<file path="config.mk">
export PLATFORM = sky130hd
export DESIGN_NAME = adder_sum_splitter_flat
export DESIGN_NICKNAME = d
export VERILOG_FILES = /design/src/rtl/adder_sum_splitter_if.sv /design/src/rtl/adder_sum_splitter.sv /design/src/flat_wrapper.sv
export SDC_FILE = /design/constraint.sdc
export NUM_CORES = 1
export LEC_CHECK = 0
export CORE_AREA = 2 2 84 86
export DETAILED_ROUTE_END_ITERATION = 8
export DIE_AREA = 0 0 86 88
export GPL_ROUTABILITY_DRIVEN = 0
export PLACE_DENSITY = 0.81
export SKIP_CTS_REPAIR_TIMING = 1
export SYNTH_ARGS = -nofsm -noshare
export SYNTH_HDL_FRONTEND = slang
export SYNTH_SLANG_ARGS = --single-unit
</file>
<file path="constraint.sdc">
create_clock -name clk -period 2.8 [get_ports clk]
set_input_delay 0.42 -clock clk [delete_from_list [all_inputs] [get_ports clk]]
set_output_delay 0.42 -clock clk [all_outputs]
set_load 0.005 [all_outputs]
</file>
<file path="src/rtl/adder_sum_splitter_if.sv">
// adder_sum_splitter_if: valid/ready input pair and output operand channels for the sum splitter
interface adder_sum_splitter_if;
  logic       in_valid;
  logic       in_ready;
  logic [8:0] sum_in;
  logic [7:0] a_in;
  logic       out_valid;
  logic       out_ready;
  logic [7:0] b_out;
  logic       err_out;
  modport master (output in_valid, sum_in, a_in, out_ready, input in_ready, out_valid, b_out, err_out);
  modport slave (input in_valid, sum_in, a_in, out_ready, output in_ready, out_valid, b_out, err_out);
endinterface

</file>
<file path="src/rtl/adder_sum_splitter.sv">
// adder_sum_splitter: recovers b = sum - a, flags impossible pairs, 2-entry output FIFO with stats
module adder_sum_splitter #(
    parameter int CNT_W = 16
) (
    input  logic                 clk,
    input  logic                 rst,
    input  logic                 clr_cnt,
    adder_sum_splitter_if.slave  s,
    output logic [CNT_W-1:0]     pass_cnt,
    output logic [CNT_W-1:0]     err_cnt
);
    logic [9:0] diff;
    logic       err;
    logic       push;
    logic       pop;
    logic [8:0] mem [2];
    logic       rd_ptr;
    logic       wr_ptr;
    logic [1:0] count;

    // Borrow (sum < a) or overflow past 255 means no 8-bit b exists
    assign diff = {1'b0, s.sum_in} - {2'b00, s.a_in};
    assign err = diff[9] | diff[8];
    assign push = s.in_valid && s.in_ready;
    assign pop = s.out_valid && s.out_ready;
    assign s.in_ready = (count != 2'd2);
    assign s.out_valid = (count != 2'd0);
    assign {s.b_out, s.err_out} = s.out_valid ? mem[rd_ptr] : 9'd0;

    always_ff @(posedge clk) begin
        if (rst) begin
            count    <= '0;
            rd_ptr   <= 1'b0;
            wr_ptr   <= 1'b0;
            mem      <= '{default: '0};
            pass_cnt <= '0;
            err_cnt  <= '0;
        end else begin
            if (push) begin
                mem[wr_ptr] <= {err ? 8'h00 : diff[7:0], err};
                wr_ptr      <= ~wr_ptr;
            end
            if (pop) rd_ptr <= ~rd_ptr;
            count <= count + 2'(push) - 2'(pop);
            if (clr_cnt) begin
                pass_cnt <= '0;
                err_cnt  <= '0;
            end else if (push) begin
                if (err && err_cnt != '1) err_cnt <= err_cnt + CNT_W'(1);
                if (!err && pass_cnt != '1) pass_cnt <= pass_cnt + CNT_W'(1);
            end
        end
    end
endmodule

</file>
<file path="src/flat_wrapper.sv">
// flat-port wrapper written by rule: the top's interface ports become plain ports
module adder_sum_splitter_flat 
#(
    parameter int CNT_W = 16
)
  (clk, rst, clr_cnt, pass_cnt, err_cnt, s_in_valid, s_sum_in, s_a_in, s_out_ready, s_in_ready, s_out_valid, s_b_out, s_err_out);
  adder_sum_splitter_if s_i ();
  input  logic clk;
  input  logic rst;
  input  logic clr_cnt;
  output logic [CNT_W-1:0] pass_cnt;
  output logic [CNT_W-1:0] err_cnt;
  input wire logic [$bits(s_i.in_valid)-1:0] s_in_valid;
  input wire logic [$bits(s_i.sum_in)-1:0] s_sum_in;
  input wire logic [$bits(s_i.a_in)-1:0] s_a_in;
  input wire logic [$bits(s_i.out_ready)-1:0] s_out_ready;
  output wire logic [$bits(s_i.in_ready)-1:0] s_in_ready;
  output wire logic [$bits(s_i.out_valid)-1:0] s_out_valid;
  output wire logic [$bits(s_i.b_out)-1:0] s_b_out;
  output wire logic [$bits(s_i.err_out)-1:0] s_err_out;
  assign s_i.in_valid = s_in_valid;
  assign s_i.sum_in = s_sum_in;
  assign s_i.a_in = s_a_in;
  assign s_i.out_ready = s_out_ready;
  assign s_in_ready = s_i.in_ready;
  assign s_out_valid = s_i.out_valid;
  assign s_b_out = s_i.b_out;
  assign s_err_out = s_i.err_out;
  adder_sum_splitter #(.CNT_W(CNT_W)) u_core (.clk(clk), .rst(rst), .clr_cnt(clr_cnt), .s(s_i), .pass_cnt(pass_cnt), .err_cnt(err_cnt));
endmodule
</file>
======== Word level (Yosys, flattened, before mapping) ========
Cells that the tools add are included.
word-level totals
  register bits after elaboration ......... 54
cells by class
  $add $sub $neg .......................... 5
  order comparisons ....................... 3
  eq/ne operators ......................... 3
  mux-type cells .......................... 8
  bitwise logic cells ..................... 5
  reduce and logical (&&, ||, !) cells .... 10
operators by type and width
  kind                                                         count
  2-to-1 mux 9 bit                                             5
  adder 16 x 1 -> 16 bit (second input constant)               2
  != test 16 bit (second input constant)                       2
  bitwise mux 18 bit                                           1
  subtractor 9 x 8 -> 10 bit                                   1
  demux 9 bit (select 1 bit)                                   1
  2-to-1 mux 8 bit                                             1
  logical AND 1 bit                                            5
  >= comparator 2 bit (second input constant)                  2
  inverter 1 -> 2 bit                                          2
  AND reduction 2 bit                                          2
  adder 2 x 1 -> 2 bit                                         1
  less-than comparator 2 x 1 -> 1 bit (second input constant)  1
  != test 2 bit (second input constant)                        1
  inverter 1 bit                                               2
  nonzero test 2 bit                                           1
  OR reduction 2 bit                                           1
  subtractor 2 x 1 -> 2 bit                                    1
  logical NOT 1 bit                                            1
  OR 1 bit                                                     1

======== Longest topological paths before layout ========
Gate-level depths: netlist of run 1.
  depth in word-level cells ............... 6
  mapped depth ............................ 11
  gate-level depth less buffers ........... 9

======== Least setup slack after synthesis of run 1 ========
OpenSTA, ideal clock, no wires.
  path kind ............................... input to register
  start point ............................. input s_sum_in[0]
  end point ............................... register u_core.err_cnt[2]
  arrival ................................. 2502 ps
  data required time ...................... 2684 ps
  slack ................................... 182 ps
  stages on the path ...................... 11
  buffers on the path ..................... 2
  path through ............................ inv_1 > ha_1 > fa_1 > nand2b_1 > a21oi_1 > o2111ai_1 > o211ai_1 > clkbuf_1 > buf_2 > a31oi_1 > a41o_1
on the way
  longest elaborated chain between the ends .. 4
RTL lines
  what                           line                      text
  start, declared                flat_wrapper.sv:14        input wire logic [$bits(s_i.sum_in)-1:0] s_sum_in;
  subtractor 9 x 8 -> 10 bit     adder_sum_splitter.sv:22  assign diff = {1'b0, s.sum_in} - {2'b00, s.a_in};
  OR 1 bit                       adder_sum_splitter.sv:23  assign err = diff[9] | diff[8];
  logical AND 1 bit              adder_sum_splitter.sv:49  if (err && err_cnt != '1) err_cnt <= err_cnt + CNT_W'(1);
  AND reduction 2 bit (no line)  --
  end signal, assigned           adder_sum_splitter.sv:49
  end, declared                  adder_sum_splitter.sv:10  output logic [CNT_W-1:0] err_cnt
No other way between the ends.
A chain may end at the register's enable or synchronous reset.

======== Worst setup path in the final report of run 1 ========
  start point ............................. input s_sum_in[1]
  end point ............................... register u_core.pass_cnt[7]
on the way
  longest elaborated chain between the ends .. 5
RTL lines
  what                           line                      text
  subtractor 9 x 8 -> 10 bit     adder_sum_splitter.sv:22
  OR 1 bit                       adder_sum_splitter.sv:23
  logical NOT 1 bit              adder_sum_splitter.sv:50  if (!err && pass_cnt != '1) pass_cnt <= pass_cnt + CNT_W'(1);
  logical AND 1 bit              adder_sum_splitter.sv:50
  AND reduction 2 bit (no line)  --
  end signal, assigned           adder_sum_splitter.sv:50
  end, declared                  adder_sum_splitter.sv:9   output logic [CNT_W-1:0] pass_cnt,
No other way between the ends.

==> results of run 1 <==
[where the power goes]
part	leakage [nW]	internal, mW	switching [mW]	total, mW
combinational	0.999	0.258	0.281	0.539
clock	0.0714	0.381	0.262	0.644
sequential	0.437	0.811	0.0586	0.870
total	1.51	1.45	0.602	2.05
[worst max path at each step]
stage,to,slack (ps),cells past startpoint
finish,u_core.pass_cnt[7],130,10
global route,u_core.err_cnt[2],20,11
CTS,u_core.mem[15],-60,11
detailed placement,u_core.mem[15],-410,11
global placement,u_core.mem[16],-300,11
floorplan,u_core.err_cnt[2],180,11
[cell usage after synthesis (7+ instances only)]
library cell | count | share of area, %
o21ai_0 | 7 | 1.2
and3_1 | 9 | 1.9
inv_1 | 14 | 1.7
or4_1 | 22 | 5.5
a22o_1 | 16 | 4.7
clkbuf_1 | 15 | 1.9
o31ai_1 | 20 | 5.0
nand3_1 | 21 | 3.5
ha_1 | 12 | 5.0
mux2i_1 | 11 | 3.7
a21oi_1 | 36 | 6.0
dfxtp_1 | 54 | 36
or3_1 | 7 | 1.5
nor2_1 | 32 | 4.0
nand2_1 | 18 | 2.2
[cell families (layout without fill, tap and decap cells)]
group           Yosys count  after routing  share of synthesized area (%)
mux                      11             11                           3.67
fa+ha+maj                13             13                           5.66
compound gates           99             99                           22.2
simple gates            135            135                           24.1
flops                    54             54                           36.0
buf+inv                  37            110                           5.71
xor+xnor                  9              9                           2.62
[registers in the layout, summed over array words and instances, names as in the netlist]
register         flops
u_core.mem          18
u_core.err_cnt      16
u_core.pass_cnt     16
u_core.count         2
u_core.rd_ptr        1
u_core.wr_ptr        1
[cell type report]
type / instances / share of cell area [%]
Multi-Input combinational cell: 267 / 45.5
Sequential cell: 54 / 26.5
Timing Repair Buffer: 87 / 20.7
Tap cell: 80 / 2.45
Clock buffer: 6 / 2.02
Clock inverter: 2 / 1.47
Inverter: 15 / 1.38
[metal layers]
metal / vias up / wire (um) / GRT usage, % / share of wire [%]
met5: - / 0 / 0 / 0
met4: 0 / 90 / 6.20 / 1.2
met3: 9 / 415 / 2.73 / 5.5
met2: 108 / 3640 / 31.6 / 48
met1: 1414 / 3420 / 24.3 / 45
li1: 1479 / - / - / -
==> flow_metrics.py, run 1 <==
metrics = {
    "layout": {
        "drive_gt1_share_pct": 13.7,
        "fin_cells": 511,
        "final_common_cell": "clkdlybuf4s50_1",
        "n_antenna_cell": 0,
        "regArea_mm2": 0.00108,
        "multiInputGateArea_mm2": 0.00186,
        "fillerInstances": 566,
        "finalCoreUtilization_pct": 61.4,
        "final_cell_mix": "clkdlybuf4s50_1, dfxtp_1, nor2_1, a21oi_1, nand3_1",
        "finalInstanceArea_mm2": 0.00408,
        "syn_to_final_growth_pct": 35.8,
        "fin_nets": 465,
    },
    "sta": {
        "setup_violations": 0,
        "fin_ws_ps": 127,
        "finalClockSkew_ps": 7.29,
        "hold_viol": 0,
        "period_share_pct": 95.4,
        "slew_headroom_pct": 53.2,
        "finalSetupTns_ps": 0,
        "period_needed_ps": 2670,
        "drv_slew": 0,
        "worst_pin_slew_ps": 700,
        "rsz0062_at_grt": "no",
        "max_freq_mhz": 374,
        "whs_ps": 488,
    },
    "setup_path": {
        "required_ps": 3040,
        "crit_buf_inv": 3,
        "timing.rr.start": "u_core.err_cnt[0]",
        "slowest_delay_ps": 480,
        "crit_start": "s_sum_in[1]",
        "r2r_end": "u_core.err_cnt[14]",
        "critPathSlowestCell": "or4_4",
        "r2r_cells": 7,
        "r2r_slack_ps": 480,
        "cp_max_fo": 7,
        "worstSetupEndpointType": "flop",
        "cpLargestDelayFamily": "buffers and inverters",
        "arrival_ps": 2920,
        "cp_cell_sequence": "clkdlybuf4s50_1, inv_1, fa_2, nand2b_4, a21oi_4, o31a_1, o211ai_1, clkbuf_16, or4_4, a21oi_2",
        "start_kind": "input port",
        "crit_type": "input port to flop",
    },
    "floorplan": {
        "fp-row-count": 30,
        "die_x_um": 86,
        "fp.dieArea_mm2": 0.00757,
        "core_mm2": 0.00664,
        "start_util_pct": 45.2,
        "die_h_um": 88,
        "io_pins": 65,
    },
    "cts": {
        "cts_num_sinks": 54,
        "cts_tree": "built",
        "clockBufferDepth": 2,
        "insertion_delay_ps": 310,
        "cts_made_buffers": 5,
        "htree_levels": 2,
        "cts_root_buf": "clkbuf_8",
        "cts.reportedPaths.clkPinSlew_ps": 100,
    },
    "placement": {
        "postPlaceCellArea_mm2": 0.00378,
        "place_inst": 499,
        "pre_cts_slack_ps": -406,
        "place_hpwl_um": 5070,
        "port-buffer-count": 64,
    },
    "global_route": {
        "grt_use_total_pct": 18.6,
        "grt_antenna_before_repair": 0,
        "grt_max_degree": 31,
        "grt_pass1_vias": 2652,
        "overflow": 0,
        "grt_pass1_wl_um": 11700,
    },
    "logic_synthesis": {
        "syn_area_per_cell_um2": 8.39,
        "synth_async_sr_flop_share_pct": 0,
        "syn_area_mm2": 0.00300,
        "syn_inst": 358,
        "syn-num-nets": 393,
        "yosys.cell_types.count": 44,
        "synth-seq-cells": 54,
        "synth_ff_type": "dfxtp_1",
        "yosys_warnings": 0,
        "ys_seq_area_share_pct": 36.0,
        "synth_edf_count": 0,
    },
    "status": {
        "status": "finished, final reports clean",
    },
    "pwr": {
        "power_density_mw_per_mm2": 503,
        "power_mw": 2.05,
        "peakVddDrop_uv": 216,
        "p_leak_nw": 1.51,
    },
    "route": {
        "drtIter0Drc": 118,
        "drt_pass1_iterations": 5,
        "avgViaCountPerCell": 5.89,
        "postRouteAntennaNets": 0,
        "drc": 0,
        "wirelength_um": 7560,
        "wire_per_inst_um": 14.8,
        "vias": 3010,
    },
    "hold_path": {
        "hold_class": "flop to flop",
        "hold-path-endpoint": "u_core.mem[7]",
        "hp-start": "u_core.mem[7]",
        "worstHoldPathCells": 1,
    },
    "run": {
        "maxCapViolations": 0,
    },
}
(Power assumes the default switching activity.)
==> run 2: changes to the inputs <==
--- a/config.mk
+++ b/config.mk
@@ -5,11 +5,13 @@
 export SDC_FILE = /design/constraint.sdc
 export NUM_CORES = 1
 export LEC_CHECK = 0
+export ABC_CLOCK_PERIOD_IN_PS = 2800
 export CORE_AREA = 2 2 84 86
 export DETAILED_ROUTE_END_ITERATION = 8
 export DIE_AREA = 0 0 86 88
 export GPL_ROUTABILITY_DRIVEN = 0
 export PLACE_DENSITY = 0.81
+export RECOVER_POWER = 100
 export SKIP_CTS_REPAIR_TIMING = 1
 export SYNTH_ARGS = -nofsm -noshare
 export SYNTH_HDL_FRONTEND = slang
==> flow_metrics.py, run 2 (same netlist as run 1, synthesis figures left out) <==
metrics = {
    "layout": {
        "syn_to_final_growth_pct": 35.1,
        "final_common_cell": "dfxtp_1",
        "fin_nets": 465,
        "reg.largest.list": "u_core.mem: 18 flops, u_core.err_cnt: 16 flops, u_core.pass_cnt: 16 flops",
        "largest_register_ffs": 18,
        "final_cell_mix": "dfxtp_1, dlygate4sd3_1, nor2_1, a21oi_1, nand3_1",
        "drive_gt1_share_pct": 12.3,
        "fillerInstances": 572,
        "finalCoreUtilization_pct": 61.1,
        "n_antenna_cell": 0,
        "largest_register": "u_core.mem",
    },
    "sta": {
        "finalClockSkew_ps": 7.27,
        "hold_viol": 0,
        "period_needed_ps": 2680,
        "period_share_pct": 95.8,
        "rsz0062_at_grt": "no",
        "drv_slew": 0,
        "max_freq_mhz": 373,
        "slew_headroom_pct": 53.2,
        "worst_pin_slew_ps": 699,
        "setup_violations": 0,
    },
    "route": {
        "avgViaCountPerCell": 5.85,
        "wl_met3_um": 317,
        "dr_wl_met2_um": 3610,
        "drt_pass1_iterations": 5,
        "top_layer": "met4",
        "met1_length_um": 3550,
        "vias": 2990,
        "postRouteAntennaNets": 0,
        "drc": 0,
        "wire_per_inst_um": 14.8,
        "drtIter0Drc": 105,
        "wirelength_um": 7560,
    },
    "setup_path": {
        "worstSetupEndpointType": "flop",
        "cp_max_fo": 7,
        "r2r_slack_ps": 460,
        "arrival_ps": 2920,
        "r2r_cells": 7,
        "required_ps": 3040,
        "r2r_end": "u_core.err_cnt[14]",
        "start_kind": "input port",
        "crit_type": "input port to flop",
        "timing.rr.start": "u_core.err_cnt[0]",
    },
    "floorplan": {
        "fp-row-count": 30,
        "die_h_um": 88,
        "io_pins": 65,
        "core_mm2": 0.00664,
        "start_util_pct": 45.2,
        "fp.dieArea_mm2": 0.00757,
        "die_x_um": 86,
    },
    "global_route": {
        "grt_antenna_before_repair": 0,
        "grt_use_total_pct": 18.6,
        "grt_pass1_vias": 2652,
        "grt_max_degree": 31,
        "overflow": 0,
        "grt_pass1_wl_um": 11700,
    },
    "pwr": {
        "p_leak_nw": 1.63,
        "peakVddDrop_uv": 215,
        "power_density_mw_per_mm2": 501,
        "power_mw": 2.03,
    },
    "cts": {
        "cts_made_buffers": 5,
        "cts_num_sinks": 54,
        "cts_root_buf": "clkbuf_8",
        "clockBufferDepth": 2,
        "htree_levels": 2,
        "cts_tree": "built",
        "cts.reportedPaths.clkPinSlew_ps": 100,
        "insertion_delay_ps": 310,
    },
    "hold_path": {
        "hold_class": "flop to flop",
        "hold-path-endpoint": "u_core.mem[7]",
        "hp-start": "u_core.mem[7]",
        "worstHoldPathCells": 1,
    },
    "status": {
        "status": "finished, final reports clean",
    },
    "placement": {
        "place_hpwl_um": 5070,
        "port-buffer-count": 64,
    },
    "run": {
        "maxCapViolations": 0,
    },
}
run 2: power by group:
group          internal (mW)  switching, mW
Sequential             0.811         0.0589
Combinational          0.239          0.281
Clock                  0.381          0.262
Total                   1.43          0.601
run 2: worst max path at each step:
stage,start,end,cells after the start
3_5_place_dp,s_sum_in[0],u_core.mem[15],11
2_1_floorplan,s_sum_in[0],u_core.err_cnt[2],11
3_3_place_gp,s_sum_in[0],u_core.mem[16],11
6_report,s_a_in[3],u_core.pass_cnt[7],10
4_1_cts,s_sum_in[0],u_core.mem[15],11
5_1_grt,s_a_in[2],u_core.err_cnt[2],11
run 2: final cells by class:
class	count	area [um^2]	area share (%)
Multi-Input combinational cell	267	1860	45.7
Sequential cell	54	1080	26.6
Timing Repair Buffer	87	822	20.3
Tap cell	80	100	2.47
Clock buffer	6	82.6	2.04
Clock inverter	2	60.1	1.48
Inverter	15	56.3	1.39
run 2: critical path, cell delays in order:
cell,delay [ps]
clkdlybuf4s50_1,450
inv_1,40
ha_1,310
o211ai_1,280
a21oi_4,70
o2111ai_2,220
o211ai_1,280
clkbuf_16,260
or4_4,480
a21oi_2,120
run 2: metal layers:
layer / global-route usage [%] / vias up
met3: 2.73 / 7
met2: 31.6 / 86
met4: 6.20 / 0
li1: - / 1482
met5: 0 / -
met1: 24.3 / 1415
run 2: stage by stage:
step	hold slack, ps	cells	worst slack (ps)	area (um^2)	setup TNS [ps]
2_1_floorplan	442	358	182	3000	0
3_3_place_gp	457	499	-302	3780	-13380
3_5_place_dp	458	499	-406	3780	-17090
4_1_cts	486	507	-62.3	3930	-949
5_1_grt	502	511	18.7	4060	0
6_report	488	511	118	4060	0
==> patch 1 (settings of run 2) <==
`CNT_W` is set to 16 in 2 places; all go to 12.
--- a/src/rtl/adder_sum_splitter.sv
+++ b/src/rtl/adder_sum_splitter.sv
@@ -1,5 +1,5 @@
 // adder_sum_splitter: recovers b = sum - a, flags impossible pairs, 2-entry output FIFO with stats
 module adder_sum_splitter #(
-    parameter int CNT_W = 16
+    parameter int CNT_W = 12
 ) (
     input  logic                 clk,
--- a/src/flat_wrapper.sv
+++ b/src/flat_wrapper.sv
@@ -2,5 +2,5 @@
 module adder_sum_splitter_flat 
 #(
-    parameter int CNT_W = 16
+    parameter int CNT_W = 12
 )
   (clk, rst, clr_cnt, pass_cnt, err_cnt, s_in_valid, s_sum_in, s_a_in, s_out_ready, s_in_ready, s_out_valid, s_b_out, s_err_out);
Interface: changed (resized err_cnt and pass_cnt); port bits go from 65 to 57. The function was not compared with the original's and may differ.
==> patch 1 against run 2 <==
  * Sequential share of layout area shrank 0.50 points
  * Combinational power shrank 4.4%
  * Via count shrank 11%
  * Worst setup slack lost 0.042 ns
  * Critical endpoint is now u_core.pass_cnt[10]
  * Largest power group unchanged
  * Sequential cell count shrank 8
  * Non-clock buffer count shrank 11
  * Area after synthesis shrank 13%
  * Power shrank 18%
  * Design area shrank 13%
  * Wire length shrank 12%
==> patch 1: results (changes against run 2) <==
.. list-table::
   :header-rows: 1

   * - Metric
     - Value
   * - Status
     - finished, final reports clean
   * - Via count of the first global-routing pass
     - 2390 (-9.9%)
   * - Mux contribution to synthesized area
     - 4.20% (+0.54 points)
   * - Initial antenna violation count
     - 0 (unchanged)
   * - Dpl cell area
     - 3350 um2 (-12%)
   * - End-of-flow core utilization
     - 53.0% (-8.1 points)
   * - Global-route wire length before repair
     - 10700 um (-8.3%)
   * - Final HPWL from detailed placement
     - 4760 um (-6.1%)
   * - Drt initial violations
     - 135 (+29%)
   * - Worst setup skew after layout
     - 0.00897 ns (+0.00169 ns)
   * - Minimum setup slack among reg-to-reg paths
     - 0.73 ns (+0.27 ns)
   * - Post-detailed-routing wire length
     - 6640 um (-12%)
   * - Pin count of the biggest net entering global routing
     - 22 (-29%)
   * - Pre-CTS WS
     - -0.376 ns (+0.0296 ns)
   * - Biggest regs
     - u_core.mem: 18 flops, u_core.err_cnt: 12 flops, u_core.pass_cnt: 12 flops
   * - Number of buffers inserted by port buffering
     - 56 (-13%)
   * - Count of different cell masters after synthesis
     - 50 (+14%)
   * - Top fanout value on the critical path
     - 4 (-3)
   * - Worst hold slack after final layout
     - 0.459 ns (-0.0287 ns)
   * - Launch point of the worst reg-to-reg path
     - u_core.pass_cnt[0]
   * - Overall fraction of global-route tracks in use
     - 17.2% (-1.4 points)
   * - Post-synthesis share of cell area spent on full adders, half adders and majority gates
     - 6.49% (+0.83 points)
   * - Most common library cells after synthesis
     - sky130_fd_sc_hd__dfxtp_1, sky130_fd_sc_hd__nor2_1, sky130_fd_sc_hd__nand2_1
   * - Largest stage delay on the critical path
     - 0.55 ns (+0.07 ns)
   * - Slew Limit Headroom
     - 50.5% (-2.7 points)
   * - Leakage
     - 0.00143 uW (-13%)
   * - Sequential element share of the synthesized area
     - 35.1% (-0.84 points)
   * - NumNets Final
     - 417 (-10%)
   * - Start point of the critical path
     - s_sum_in[0]
   * - Fraction of the mapped netlist area in compound gates
     - 22.1% (-0.18 points)
   * - Hold path startpoint
     - u_core.mem[6]
   * - XOR/XNOR Fraction of Synth Area
     - 3.01% (+0.38 points)
   * - Post-Synthesis Net Count
     - 345 (-12%)
   * - Fin crit share
     - 97.3% (+1.5 points)
   * - Worst IR drop on VDD
     - 280 uV (+30%)
   * - Filler cell count in the final layout
     - 598 (+4.5%)
   * - Number of detailed-routing iterations run before antenna repair
     - 4 (-1)
   * - Synth top area cells
     - sky130_fd_sc_hd__dfxtp_1, sky130_fd_sc_hd__ha_1, sky130_fd_sc_hd__nor2_1
   * - Clock insertion delay at the later pin of the skew report
     - 0.30 ns
   * - Slowest-stage cell, CP
     - sky130_fd_sc_hd__or4_1
   * - Switching power as a share of total power
     - 33.7% (+4.1 points)
   * - Drt via density
     - 5.73 (-2.1%)
   * - Fraction of final layout cells sized beyond drive strength 1
     - 11.0% (-1.3 points)
==> patch 1: worst max-delay path: cells and delay by family <==
kind	cells	cell delay, ns
and+or+nand+nor	3	0.91
buffers and inverters	2	0.49
adders and majority gates	2	0.59
AOI/OAI and AO/OA	3	0.54
==> patch 1: cell families (layout without fill, tap and decap cells) <==
logic type / count (synthesis) / in the layout
mux: 11 / 11
xor+xnor: 9 / 9
buf+inv: 28 / 99
compound gates: 77 / 79
simple gates: 126 / 126
fa+ha+maj: 13 / 13
flops: 46 / 46
==> patch 1: worst paths after layout <==
path	endpoint	depth (start not counted)
hold / removal	u_core.mem[6]	2
hold reg to reg	u_core.mem[6]	2
setup reg to reg	u_core.pass_cnt[6]	7
setup / recovery	u_core.pass_cnt[10]	10
==> patch 1: power by group through the flow <==
| stage | Clock (uW) | Combinational (uW) | Sequential, uW |
|---|---|---|---|
| floorplan | 0 | 332 | 728 |
| global placement | 0 | 471 | 756 |
| detailed placement | 0 | 486 | 759 |
| CTS | 428 | 488 | 745 |
| global route | 457 | 548 | 749 |
| finish | 428 | 497 | 744 |
==> patch 1: per-stage QoR <==
| stage | setup TNS [ns] | std cells |
|---|---|---|
| floorplan | 0 | 310 |
| global placement | -7.83 | 450 |
| detailed placement | -11.69 | 450 |
| CTS | -0.738 | 458 |
| global route | 0 | 463 |
| finish | 0 | 463 |
==> patch 1: per-layer routing <==
metal  vias to the layer above  wire (um)  track usage (%)
met4                         0        110             5.92
met3                        10        334             2.36
li1                       1290          -                -
met5                         -          0                0
met1                      1273       2970             21.7
met2                        80       3230             30.2
==> patch 1: final cells by class <==
cell class	count	area share, %
Sequential cell	46	26.1
Inverter	15	1.60
Clock inverter	3	0.675
Clock buffer	5	1.95
Tap cell	80	2.84
Multi-Input combinational cell	238	46.7
Timing Repair Buffer	76	20.1
==> patch 2 (settings of run 2) <==
Made on the original files. Reset style: asynchronous (`rst`), changed in one clocked block.
--- a/src/rtl/adder_sum_splitter.sv
+++ b/src/rtl/adder_sum_splitter.sv
@@ -28,5 +28,5 @@
     assign {s.b_out, s.err_out} = s.out_valid ? mem[rd_ptr] : 9'd0;
 
-    always_ff @(posedge clk) begin
+    always_ff @(posedge clk or posedge rst) begin
         if (rst) begin
             count    <= '0;
Function: differs if rst is asserted again (counterexample within 4 cycles, from zero or initial values and one cycle with rst high); with rst held inactive, the same outputs for 10 cycles.
==> patch 2 against run 2 <==
  * Area after synthesis is 5.1% higher
  * Power increased by 20%
  * Sequential share of layout area grew 5.7 points
  * Sequential cell count is the same
  * Utilization increased by 1.9 points
  * Worst setup slack got worse by 0.031 ns
  * Combinational power grew 63%
  * Largest power group unchanged
  * Clock skew about the same
  * Design area up 3.1%
  * Wire length fell by 5.7%
  * Synthesized cell count decreased by 2.8%
  * Count of clock-buffer cells in the layout down 1
  * Sequential power rose by 21%
==> patch 2: results (changes against run 2) <==
.. list-table::
   :header-rows: 1

   * - Metric
     - Value
   * - Status
     - finished, final reports clean
   * - Area taken by multi-input logic gates
     - 1680 um2 (-9.4%)
   * - Worst IR drop on VDD
     - 233 uV (+8.5%)
   * - Largest stage delay on the critical path
     - 0.50 ns (+0.02 ns)
   * - GR met1 Demand/Resource
     - 24.7% (+0.45 points)
   * - Overall fraction of global-route tracks in use
     - 19.3% (+0.73 points)
   * - Cell count after synthesis
     - 348 (-2.8%)
   * - Filler cell count in the final layout
     - 553 (-3.3%)
   * - Endpoint of the most critical setup path
     - u_core.pass_cnt[12]
   * - Global-route wire length before repair
     - 11800 um (+1.5%)
   * - Met2 Track Usage GR
     - 33.5% (+2.0 points)
   * - Slew Limit Headroom
     - 12.8% (-40 points)
   * - Proportion of synthesized flip-flops having asynchronous set or reset
     - 100% (+100 points)
   * - Drt initial violations
     - 149 (+42%)
   * - Met3 Use GR
     - 3.11% (+0.38 points)
   * - Most common library cells after synthesis
     - sky130_fd_sc_hd__dfrtp_1, sky130_fd_sc_hd__nand2_1, sky130_fd_sc_hd__nor2_1
   * - Worst setup skew after layout
     - 0.00766 ns (+0.000383 ns)
   * - Via count of the first global-routing pass
     - 2644 (-0.30%)
   * - Post-Synthesis Net Count
     - 383 (-2.5%)
   * - Worst hold slack after final layout
     - 0.483 ns (-0.00502 ns)
   * - Dpl cell area
     - 4040 um2 (+6.6%)
   * - Hold path startpoint
     - u_core.mem[10]
   * - Final HPWL from detailed placement
     - 5280 um (+4.2%)
   * - Met3 layer wire length in the routed design
     - 220 um (-31%)
   * - Via count
     - 2821 (-5.7%)
   * - Top fanout value on the critical path
     - 6 (-1)
   * - Endpoint of the worst hold path
     - u_core.mem[10]
   * - NumNets Final
     - 468 (+0.65%)
   * - Routed wire length per instance
     - 13.9 um (-6.2%)
   * - Launch point of the worst reg-to-reg path
     - u_core.err_cnt[0]
   * - Data arrival at the endpoint of the critical path
     - 2.95 ns (+0.03 ns)
   * - Hold-critical path depth
     - 2 (+1)
   * - Number of detailed-routing iterations run before antenna repair
     - 4 (-1)
==> patch 2: area by class of cell <==
| type | count | area share, % |
|---|---|---|
| multi-input combinational | 261 | 40.2 |
| sequential | 54 | 32.3 |
| timing repair buffer | 93 | 20.8 |
| tap | 80 | 2.39 |
| clock buffer | 5 | 1.65 |
| inverter | 18 | 1.62 |
| clock inverter | 3 | 1.08 |
==> patch 2: kinds of logic (layout without fill, tap and decap cells) <==
group | after synthesis | count (layout) | synth area share, %
and+or+nand+nor | 138 | 138 | 22.1
AOI/OAI and AO/OA | 79 | 79 | 16.0
DFF | 54 | 54 | 42.8
buffers and inverters | 33 | 119 | 4.32
xor gates and xnor gates | 16 | 16 | 4.44
muxes | 15 | 15 | 4.95
adders and majority gates | 13 | 13 | 5.39
==> patch 2: power by group <==
group,total (uW),switching (uW),internal [uW]
sequential,1050,124,924
combinational,846,422,423
clock,541,274,266
total,2430,820,1610
